## config.mk

```make
export PLATFORM = sky130hd
export DESIGN_NAME = apb_master
export DESIGN_NICKNAME = d
export VERILOG_FILES = /design/src/rtl/apb_master.sv
export SDC_FILE = /design/constraint.sdc
export NUM_CORES = 1
export LEC_CHECK = 0
export ABC_CLOCK_PERIOD_IN_PS = 2610
export CORE_MARGIN = 2
export CORE_UTILIZATION = 38
export CTS_CLUSTER_SIZE = 16
export DETAILED_ROUTE_END_ITERATION = 6
export GPL_TIMING_DRIVEN = 0
export PLACE_DENSITY = 0.74
export SLEW_MARGIN = 10
export SYNTH_ARGS = -nofsm -noshare
export SYNTH_HDL_FRONTEND = slang
export SYNTH_SLANG_ARGS = --single-unit
```

## constraint.sdc

```tcl
create_clock -name clk -period 2.61 [get_ports clk]
set_clock_uncertainty 0.15 [all_clocks]
set_input_delay 0.3915 -clock clk [delete_from_list [all_inputs] [get_ports clk]]
set_output_delay 0.3915 -clock clk [all_outputs]
set_load 0.05 [all_outputs]
```

## src/rtl/apb_master.sv

```systemverilog
// rtl/apb_master.sv - APB requester: one valid/ready command in, one APB transfer out, one response back
module apb_master #(
    parameter int DATA_WIDTH = 32,
    parameter int ADDR_WIDTH = 8,
    parameter int TIMEOUT    = 16
) (
    input  logic                  clk,
    input  logic                  rst,
    // command from fabric
    input  logic                  cmd_valid,
    output logic                  cmd_ready,
    input  logic                  cmd_write,
    input  logic [ADDR_WIDTH-1:0] cmd_addr,
    input  logic [DATA_WIDTH-1:0] cmd_wdata,
    // response to fabric
    output logic                  rsp_valid,
    input  logic                  rsp_ready,
    output logic [DATA_WIDTH-1:0] rsp_rdata,
    output logic                  rsp_err,
    // APB bus
    output logic                  psel,
    output logic                  penable,
    output logic                  pwrite,
    output logic [ADDR_WIDTH-1:0] paddr,
    output logic [DATA_WIDTH-1:0] pwdata,
    input  logic [DATA_WIDTH-1:0] prdata,
    input  logic                  pready
);

    // A zero TIMEOUT disables the abort path; keep the counter at least one bit wide
    // so the declaration stays legal in that case.
    localparam int CW = (TIMEOUT > 0) ? $clog2(TIMEOUT + 1) : 1;
    localparam logic [CW-1:0] CNT_LAST = CW'((TIMEOUT > 0) ? (TIMEOUT - 1) : 0);
    localparam logic [CW-1:0] CNT_ONE  = CW'(1);

    typedef enum logic [1:0] {
        IDLE   = 2'd0,
        SETUP  = 2'd1,
        ACCESS = 2'd2,
        RESP   = 2'd3
    } state_t;

    state_t                r_state;
    logic [CW-1:0]         r_cnt;
    logic                  r_psel;
    logic                  r_penable;
    logic                  r_pwrite;
    logic [ADDR_WIDTH-1:0] r_paddr;
    logic [DATA_WIDTH-1:0] r_pwdata;
    logic                  r_rsp_valid;
    logic [DATA_WIDTH-1:0] r_rsp_rdata;
    logic                  r_rsp_err;

    // Wait-state budget is exhausted on this ACCESS cycle if pready does not rescue it.
    logic w_timeout_hit;
    assign w_timeout_hit = (TIMEOUT != 0) && (r_cnt == CNT_LAST);

    // Ready is a pure decode of the state so upstream sees no path from cmd_valid.
    assign cmd_ready = (r_state == IDLE);

    assign psel      = r_psel;
    assign penable   = r_penable;
    assign pwrite    = r_pwrite;
    assign paddr     = r_paddr;
    assign pwdata    = r_pwdata;
    assign rsp_valid = r_rsp_valid;
    assign rsp_rdata = r_rsp_rdata;
    assign rsp_err   = r_rsp_err;

    // Transfer sequencer: all bus and response outputs are produced from registers here.
    always_ff @(posedge clk or posedge rst) begin
        if (rst) begin
            r_state     <= IDLE;
            r_cnt       <= '0;
            r_psel      <= 1'b0;
            r_penable   <= 1'b0;
            r_pwrite    <= 1'b0;
            r_paddr     <= '0;
            r_pwdata    <= '0;
            r_rsp_valid <= 1'b0;
            r_rsp_rdata <= '0;
            r_rsp_err   <= 1'b0;
        end else begin
            case (r_state)
                IDLE: begin
                    // Address/data registers are only reloaded on acceptance, so they
                    // keep the last driven values while the bus is idle.
                    if (cmd_valid) begin
                        r_psel    <= 1'b1;
                        r_penable <= 1'b0;
                        r_pwrite  <= cmd_write;
                        r_paddr   <= cmd_addr;
                        r_pwdata  <= cmd_write ? cmd_wdata : '0;
                        r_state   <= SETUP;
                    end
                end

                SETUP: begin
                    r_penable <= 1'b1;
                    r_cnt     <= '0;
                    r_state   <= ACCESS;
                end

                ACCESS: begin
                    // pready takes priority over the timeout on the same cycle.
                    if (pready) begin
                        r_rsp_rdata <= r_pwrite ? '0 : prdata;
                        r_rsp_err   <= 1'b0;
                        r_rsp_valid <= 1'b1;
                        r_psel      <= 1'b0;
                        r_penable   <= 1'b0;
                        r_state     <= RESP;
                    end else if (TIMEOUT != 0) begin
                        r_cnt <= r_cnt + CNT_ONE;
                        if (w_timeout_hit) begin
                            r_rsp_rdata <= '0;
                            r_rsp_err   <= 1'b1;
                            r_rsp_valid <= 1'b1;
                            r_psel      <= 1'b0;
                            r_penable   <= 1'b0;
                            r_state     <= RESP;
                        end
                    end
                end

                RESP: begin
                    // Data and error flag persist after the handshake until the next response.
                    if (rsp_ready) begin
                        r_rsp_valid <= 1'b0;
                        r_state     <= IDLE;
                    end
                end

                default: begin
                    r_state <= IDLE;
                end
            endcase
        end
    end

endmodule
```

Yosys cells after proc, flatten, opt, wreduce, memory -nomap -nowiden

Cells that the tools add are included.

Register bits: 84
Input port bits: 78

Equal/unequal tests: 8
Multiplexer cells: 22
Reductions and logical operators: 13
Add/subtract/negate cells: 1

Operators by type and width:

| operator                                                               | number |
|---|---|
| 32-bit 2-to-1 mux                                                      | 4 |
| 3-bit AND reduction                                                    | 4 |
| 5-bit one-hot mux with 2 select lines                                  | 1 |
| 1-bit 2-to-1 mux                                                       | 8 |
| 2-bit 2-to-1 mux                                                       | 4 |
| 2-bit one-hot mux with 4 select lines                                  | 1 |
| 2-bit nonzero test                                                     | 4 |
| 2-bit inequality test (second input constant)                          | 3 |
| 2-bit AND reduction                                                    | 3 |
| 5-bit by 1-bit adder with 5-bit output (second input constant)         | 1 |
| 5-bit by 4-bit equality test with 1-bit output (second input constant) | 1 |
| 5-bit 2-to-1 mux                                                       | 1 |
| 2-bit equality test (second input constant)                            | 2 |
| 1-bit one-hot mux with 2 select lines                                  | 2 |
| 3-bit inequality test (second input constant)                          | 1 |
| 1-bit one-hot mux with 3 select lines                                  | 1 |
| 3-bit nonzero test                                                     | 1 |
| 2-bit by 1-bit equality test with 1-bit output (second input constant) | 1 |
| 2-bit zero test                                                        | 1 |

Logic depth before layout (Yosys ltp)

Gate-level depths: netlist (run 1).

Word-level depth: 4
Mapped depth: 7
Mapped depth without buffers: 6

Least setup slack after synthesis (run 1)

OpenSTA, ideal clock, no wires.

Kind: reg-to-reg
Start point: reg r_state[0]
End point: reg r_pwdata[1] (netlist: pwdata[1])
Arrival: 1719 ps
Buffers on the path: 2
Stages on the path, launching flop included: 8
Setup slack: 675 ps
Period minus slack after synthesis: 1935 ps
Required time: 2394 ps
Path through: dfrtp_1 -> inv_1 -> ha_1 -> and2_1 -> clkbuf_1 -> buf_2 -> nand3_1 -> nand2_1

Word-level cells in the longest chain between the ends: 2

Ends and longest elaborated chain:

| what                          | RTL line | text |
|---|---|---|
| from (decl)                   | 43       | `state_t r_state;` |
| from (signal assigned)        | 73       | `r_state <= IDLE;` |
| from (signal assigned)        | 94       | `r_state <= SETUP;` |
| from (signal assigned)        | 101      | `r_state <= ACCESS;` |
| 2-bit zero test               | --       |  |
| via cmd_ready                 | 11       | `output logic cmd_ready,` |
| 2-bit AND reduction (no line) | --       |  |
| to (signal assigned)          | 93       | `r_pwdata <= cmd_write ? cmd_wdata : '0;` |
| to (decl)                     | 49       | `logic [DATA_WIDTH-1:0] r_pwdata;` |

The timed path passes the listed nets, and every way through them passes these cells.
A chain may end at the register's enable or synchronous reset.

Worst setup path after layout (run 1)

Start point: reg r_state[0]
End point: out cmd_ready

Word-level cells in the longest chain between the ends: 1

Ends and longest elaborated chain:

| what            | RTL line | text |
|---|---|---|
| 2-bit zero test | 59       | `assign cmd_ready = (r_state == IDLE);` |
| to (decl)       | 11       |  |

No other way between the ends.

==> results of run 1 <==
-- layout make-up --
type | instances | area (µm²)
Tap cell | 111 | 139
Multi-Input combinational cell | 271 | 1280
Clock inverter | 5 | 60.1
Buffer | 26 | 151
Timing Repair Buffer | 156 | 1590
Inverter | 7 | 30.0
Clock buffer | 11 | 151
Fill cell | 821 | 3640
Sequential cell | 84 | 2100
-- cells by family (layout without fill, tap and decap cells) --
group	count (synthesis)	after routing	synth area share
AOI/OAI and AO/OA	48	48	0.0734
adders and majority gates	7	7	0.0246
DFF	84	84	0.590
muxes	3	3	0.00913
buffers and inverters	33	205	0.0498
and+or+nand+nor	213	213	0.253
-- per-stage QoR --
| step | total power, µW | worst slack (ps) | hold slack, ps | utilization |
|---|---|---|---|---|
| CTS | 7300 | 90.9 | 209 | 0.602 |
| global route | 7650 | 33.6 | 254 | 0.602 |
| finish | 7220 | 119 | 221 | 0.602 |
| detailed placement | 6320 | 344 | 304 | 0.579 |
| floorplan | 4850 | 675 | 342 | - |
| global placement | 6220 | 144 | 300 | 0.573 |
-- cells in the final DEF, fill, tap and decap left out, drive strengths merged, types with 6 or more instances in the layout --
cell type	instances
nand2	161
nand3	32
nor2	8
dfrtp	84
ha	7
clkdlybuf4s50	154
buf	20
clkbuf	19
inv	6
o21ai	37
-- report_power, final --
| group | switching, µW | internal (µW) | total, µW |
|---|---|---|---|
| registers | 292 | 1830 | 2130 |
| logic | 2760 | 1370 | 4130 |
| clock network | 467 | 496 | 964 |
-- Yosys cell counts (all sizes together) (2+ instances only) --
| cell type | number |
|---|---|
| a21oi | 5 |
| buf | 18 |
| clkbuf | 8 |
| dfrtp | 84 |
| ha | 7 |
| inv | 7 |
| mux2 | 2 |
| nand2 | 161 |
| nand3 | 32 |
| nor2 | 8 |
| nor2b | 5 |
| o21ai | 37 |
-- final timing paths --
check,slack (ps),to,cells past startpoint
max in group asynchronous,1390,pwdata[30]$_DFFE_PP0P_,3
max reg2reg,330,rsp_rdata[15]$_DFFE_PP0P_,6
max,120,cmd_ready,3
min in group asynchronous,320,rsp_rdata[16]$_DFFE_PP0P_,2
min reg2reg,320,pwdata[0]$_DFFE_PP0P_,2
min,220,pwdata[28]$_DFFE_PP0P_,3
-- critical path: cells and delay by family (launching register included) --
kind | cells | cell delay, ps
adders and majority gates | 1 | 230
buffers and inverters | 2 | 980
DFF | 1 | 410
-- state kept, by name, indices dropped and copies added, names as in the netlist, 2 cells and up --
name and cells:
r_cnt 5, r_state 2, paddr 8, pwdata 32, rsp_rdata 32
-- metal layers --
| metal | vias to the layer above | global-route usage |
|---|---|---|
| met5 | - | 0 |
| met1 | 1507 | 0.241 |
| met4 | 0 | 0.0601 |
| met2 | 95 | 0.314 |
| met3 | 12 | 0.0492 |
| li1 | 1577 | - |
==> run summary, run 1 <==
Placed cells -> 655
Lkg Pwr -> 0.00257 µW
Yosys cell types -> 32
Max-slew headroom -> 0.577
Finished Cell Area -> 5510 µm²
Via count -> 3191
VDD IR max -> 0.668 mV
Sequential area share after synthesis -> 0.590
CTS Hold Bufs -> 0
FF-to-FF Start -> r_cnt[0]$_DFFE_PP0P_
Actual slew at the worst max-slew pin -> 633 ps
Longest Clk Path Bufs -> 2
Min cycle time layout -> 2490 ps
Clock Tree Root -> clkbuf_8
Upper clock frequency limit -> 0.402 GHz
CTS H-tree depth -> 3
Initial DRC count -> 113
Total GRT Usage -> 0.189
Critical Path Sink Type -> output pin
Number of cell rows -> 35
Cells after synthesis -> 388
RSZ-0062 raised after global routing -> false
Critical Path Source -> r_state[0]$_DFFE_PP0P_
Number of flops mapped to enable cells by yosys -> 0
Clock slew at reported path FFs -> 90 ps
CP Class -> reg -> out
Fraction of registers with async set/reset -> 1.00
TritonCTS clock tree -> built
PostCTS Resize Cnt -> 0
Slowest-stage cell, CP -> clkdlybuf4s50_1
Fraction of layout cells with a size suffix above 1 -> 0.0732
Syn_nets -> 473
Synth top area share -> 0.590
Die width -> 101 µm
Hold Crit Start -> cmd_write
Global route overflow -> 0
Area post-placement -> 5300 µm²
Startpoint types -> flip-flop
Flops & latches, synth -> 84
NumNets Final -> 640
Final WL -> 9.28 mm
# IOs -> 156
DIE AREA -> 10200 µm²
Initial antenna violation count -> 0
Hold Crit Class -> in -> reg
Worst path required time -> 2070 ps
Setup bufs post-CTS -> 0
Critical Path AT -> 1950 ps
Largest cells by area after synthesis -> dfrtp_1 (59%), nand2_1 (17%), nand3_1 (4.5%)
First-pass GRT wire length -> 15.3 mm
DRC -> 0
Delay of the slowest critical-path stage -> 840 ps
RD Place Congestion -> 0.779
PwrDens -> 1310 nW/µm²
Dpl hpwl -> 7.14 mm
Critical path peak fanout -> 5
WL met1 -> 4.07 mm
Metal3 WL -> 594 µm
Final Slew Violations -> 0
DR pass1 iterations -> 4
Core Box Area -> 9150 µm²
Clock Sinks -> 84
Clock buffer count from CTS -> 9
Vias in the first global route -> 3203
Yosys warning count -> 0
ANT nets after route -> 0
Count of final setup violators -> 0
Ys flop type -> dfrtp_1
Uppermost layer routed -> met4
Final hold vios -> 0
Tcrit/Tclk final -> 0.954
Initial Util -> 0.389
Max cap viols -> 0
Die Y -> 101 µm
Synth area leader -> dfrtp_1
P&R area growth vs syn -> 54.5%
Vias per std cell -> 4.76
Largest net degree at the start of global routing -> 37
Wire length per cell -> 13.8 µm
IO Port Bufs -> 154
# diodes -> 0
Status -> finished, final reports clean
Synth Cell Area -> 3560 µm²
Worst path cell trace -> inv_1, ha_1, clkdlybuf4s50_1
Post-Layout Cell Count -> 671
Worst-Skew Late Latency -> 340 ps
Routed met2 length -> 4.48 mm
Total negative slack -> 0 ps
Syn avg cell area -> 9.19 µm²
(Power assumes the default switching activity.)
==> run 2: changes to the inputs <==
ABC_AREA = 1   (was not set)
REMOVE_ABC_BUFFERS = 1   (was not set)
==> run 2 against run 1 <==
  * Critical path depth stayed put
  * Wire length down 6.9%
  * Area after synthesis up 0.32%
  * Non-clock buffer count down 25
  * Final cell count is 2.1% lower
  * Core utilization is 2.2 points lower
  * Critical endpoint unchanged
  * Largest power group unchanged
==> run summary, run 2 <==
Status -> finished, final reports clean
Worst path required time -> 2070 ps (about the same)
RD Place Congestion -> 0.740 (-5.1%)
Dpl hpwl -> 6.11 mm (-14%)
Psw -> 3690 µW (+4.8%)
Die width -> 101 µm (+0.15%)
Ys flop type -> dfrtp_1
First-pass GRT wire length -> 14.2 mm (-6.9%)
Multiplexer area fraction after synthesis -> 0 (-0.00913)
Final WL -> 8.64 mm (-6.9%)
Simple-Gate Fraction of Synth Area -> 0.266 (+0.0121)
Finished Core Util -> 0.579 (-0.0223)
Metal3 WL -> 779 µm (+31%)
TritonCTS clock tree -> built
Clock Sinks -> 84 (unchanged)
Global route overflow -> 0 (unchanged)
Pint -> 3680 µW (-0.34%)
P&R area growth vs syn -> 49.0%
Actual slew at the worst max-slew pin -> 1180 ps (+545 ps)
Die Y -> 101 µm (+0.15%)
CP Class -> reg -> out
Critical Path AT -> 1600 ps (-350 ps)
Clock Power Share -> 0.118 (-0.015)
CTS H-tree depth -> 3 (unchanged)
Min cycle time layout -> 2140 ps (-347 ps)
Tcrit/Tclk final -> 0.821 (-0.133)
Critical path peak fanout -> 5 (unchanged)
Clock buffer count from CTS -> 9 (unchanged)
Fraction of layout cells with a size suffix above 1 -> 0.0513 (-0.0219)
Worst-Skew Late Latency -> 340 ps (about the same)
Synth Area in Adders -> 0.0245 (-0.0000774)
Flops & latches, synth -> 84 (unchanged)
Final hold vios -> 0 (unchanged)
Yosys warning count -> 0 (unchanged)
# diodes -> 0 (unchanged)
# IOs -> 156 (unchanged)
Synth cell count leaders -> nand2_1 (176), dfrtp_1 (84), nand3_1 (40)
Fraction of registers with async set/reset -> 1.00 (unchanged)
Vias per std cell -> 4.76 (+0.15%)
Number of flops mapped to enable cells by yosys -> 0 (unchanged)
Count of final setup violators -> 0 (unchanged)
Clock Tree Root -> clkbuf_8
Sequential power share -> 0.300 (+0.006)
Vias in the first global route -> 3076 (-4.0%)
VDD IR max -> 0.658 mV (-1.4%)
Max-slew headroom -> 0.212 (-0.365)
Initial DRC count -> 126 (+12%)
Total GRT Usage -> 0.176 (-0.0129)
R2R Setup Slk -> 480 ps (+150 ps)
Synth Area in XOR/XNOR -> 0.00245 (+0.00245)
Synth area leader -> dfrtp_1
Power share of the combinational group -> 0.582 (+0.010)
Yosys cell types -> 26 (-19%)
Synth top area share -> 0.588 (-0.00186)
ANT nets after route -> 0 (unchanged)
Compound-Gate Fraction of Synth Area -> 0.0549 (-0.0184)
Initial Util -> 0.389 (-0.000630)
Largest cells by area after synthesis -> dfrtp_1 (59%), nand2_1 (18%), nand3_1 (5.6%)
PwrDens -> 1380 nW/µm² (+5.6%)
DR pass1 iterations -> 4 (unchanged)
RSZ-0062 raised after global routing -> false
DRC -> 0 (unchanged)
Longest Clk Path Bufs -> 2 (unchanged)
Sequential area share after synthesis -> 0.588 (-0.00186)
Syn avg cell area -> 9.03 µm² (-1.7%)
FF-to-FF Start -> r_cnt[0]$_DFFE_PP0P_
Reg2Reg Depth -> 8 (+2)
Most common cell after layout, fill and taps aside -> nand2_1
Critical Path Sink Type -> output pin
Largest net degree at the start of global routing -> 58 (+57%)
Routed met2 length -> 3.93 mm (-12%)
Uppermost layer routed -> met4
CTS Hold Bufs -> 0 (unchanged)
Initial antenna violation count -> 0 (unchanged)
Upper clock frequency limit -> 0.467 GHz (+16%)
Commonest cells after routing, fill and taps aside -> nand2_1 (175), clkdlybuf4s50_1 (154), dfrtp_1 (84)
Final Power -> 7380 µW (+2.2%)
Synth Cell Area -> 3580 µm² (+0.32%)
Startpoint types -> flip-flop
Most numerous cell in the Yosys netlist -> nand2_1
Final Slew Violations -> 0 (unchanged)
Lkg Pwr -> 0.00255 µW (-0.50%)
Sw frac -> 0.501 (+0.0126)
Wire length per cell -> 13.1 µm (-4.9%)
# fillers -> 827 (+0.73%)
Clock slew at reported path FFs -> 80 ps (about the same)
NumNets Final -> 628 (-1.9%)
Largest family of logic cells by synthesized area -> simple AND/OR/NAND/NOR gates
Number of cell rows -> 35 (unchanged)
Max cap viols -> 0 (unchanged)
Via count -> 3129 (-1.9%)
IO Port Bufs -> 155 (+0.65%)
RR Endpoint -> rsp_err$_DFFE_PP0P_
Hold Crit Class -> in -> async
Cells after synthesis -> 396 (+2.1%)
WL met1 -> 3.72 mm (-8.6%)
DIE AREA -> 10200 µm² (+0.30%)
Core Box Area -> 9200 µm² (+0.48%)
==> run 2: changes by cell type after synthesis, sizes merged, moves of 2 or more <==
cell / delta
nand4: +2
inv: +8
buf: -4
a21oi: -2
nor2: -3
nand2: +19
nand3: +8
mux2: -2
nor2b: -5
o21ai: -2
==> run 2: per-layer routing <==
metal,track usage,up-vias
li1,-,1545
met1,0.219,1439
met2,0.281,126
met3,0.0610,19
met4,0.0728,0
met5,0,-
==> run 2: area by class of cell <==
class | instances | area [µm²] | area share
repair buffers | 157 | 1590 | 0.299
clock buffers | 9 | 124 | 0.0232
flip-flops and latches | 84 | 2100 | 0.394
clock inverters | 5 | 55.1 | 0.0103
well taps | 111 | 139 | 0.0261
inverters | 16 | 65.1 | 0.0122
multi-input cells | 275 | 1250 | 0.235
==> run 2: logic make-up (layout without fill, tap and decap cells) <==
| logic type | after synthesis | count (layout) |
|---|---|---|
| buffers and inverters | 37 | 187 |
| AO/OA/AOI/OAI | 39 | 39 |
| adder cells (fa/ha/maj) | 7 | 7 |
| XOR/XNOR | 1 | 1 |
| flip-flops | 84 | 84 |
| AND/OR/NAND/NOR | 228 | 228 |
==> run 2: power by group through the flow <==
stage	Sequential, µW	Combinational, µW	Clock [µW]
3_3_place_gp	2200	4250	0
3_5_place_dp	2230	4320	0
5_1_grt	2290	4570	956
6_report	2210	4300	869
2_1_floorplan	4090	905	0
4_1_cts	2210	4330	907
==> run 2: worst max path at each step <==
stage / endpoint / slack [ps] / cells past startpoint / startpoint
floorplan: paddr[0]$_DFFE_PP0P_ / -360 / 6 / r_state[0]$_DFFE_PP0P_
global placement: rsp_rdata[10]$_DFFE_PP0P_ / -1450 / 2 / rst
detailed placement: rsp_rdata[8]$_DFFE_PP0P_ / 60 / 5 / pready
CTS: cmd_ready / 50 / 3 / r_state[0]$_DFFE_PP0P_
global route: rsp_err$_DFFE_PP0P_ / 270 / 8 / r_cnt[0]$_DFFE_PP0P_
finish: cmd_ready / 470 / 3 / r_state[0]$_DFFE_PP0P_
==> run 2: repair_timing <==
item,4_1_cts,5_1_grt
buffers inserted,0,0
gates resized for setup,0,1
setup endpoints to repair,0,1
==> run 2: critical path, stage by stage, from the launching register on <==
cell and delay [ps]:
dfrtp_1 430, inv_1 130, ha_1 260, dlymetal6s2s_1 440
==> run 2: per-stage QoR <==
stage	setup TNS (ps)	std cells	area [µm²]	hold WS [ps]	worst slack, ps
finish	0	657	5330	304	466
global placement	-140310	641	5100	310	-1450
floorplan	-12650	375	3410	320	-357
global route	0	657	5330	343	274
CTS	0	657	5320	304	54.4
detailed placement	0	643	5140	315	59.2
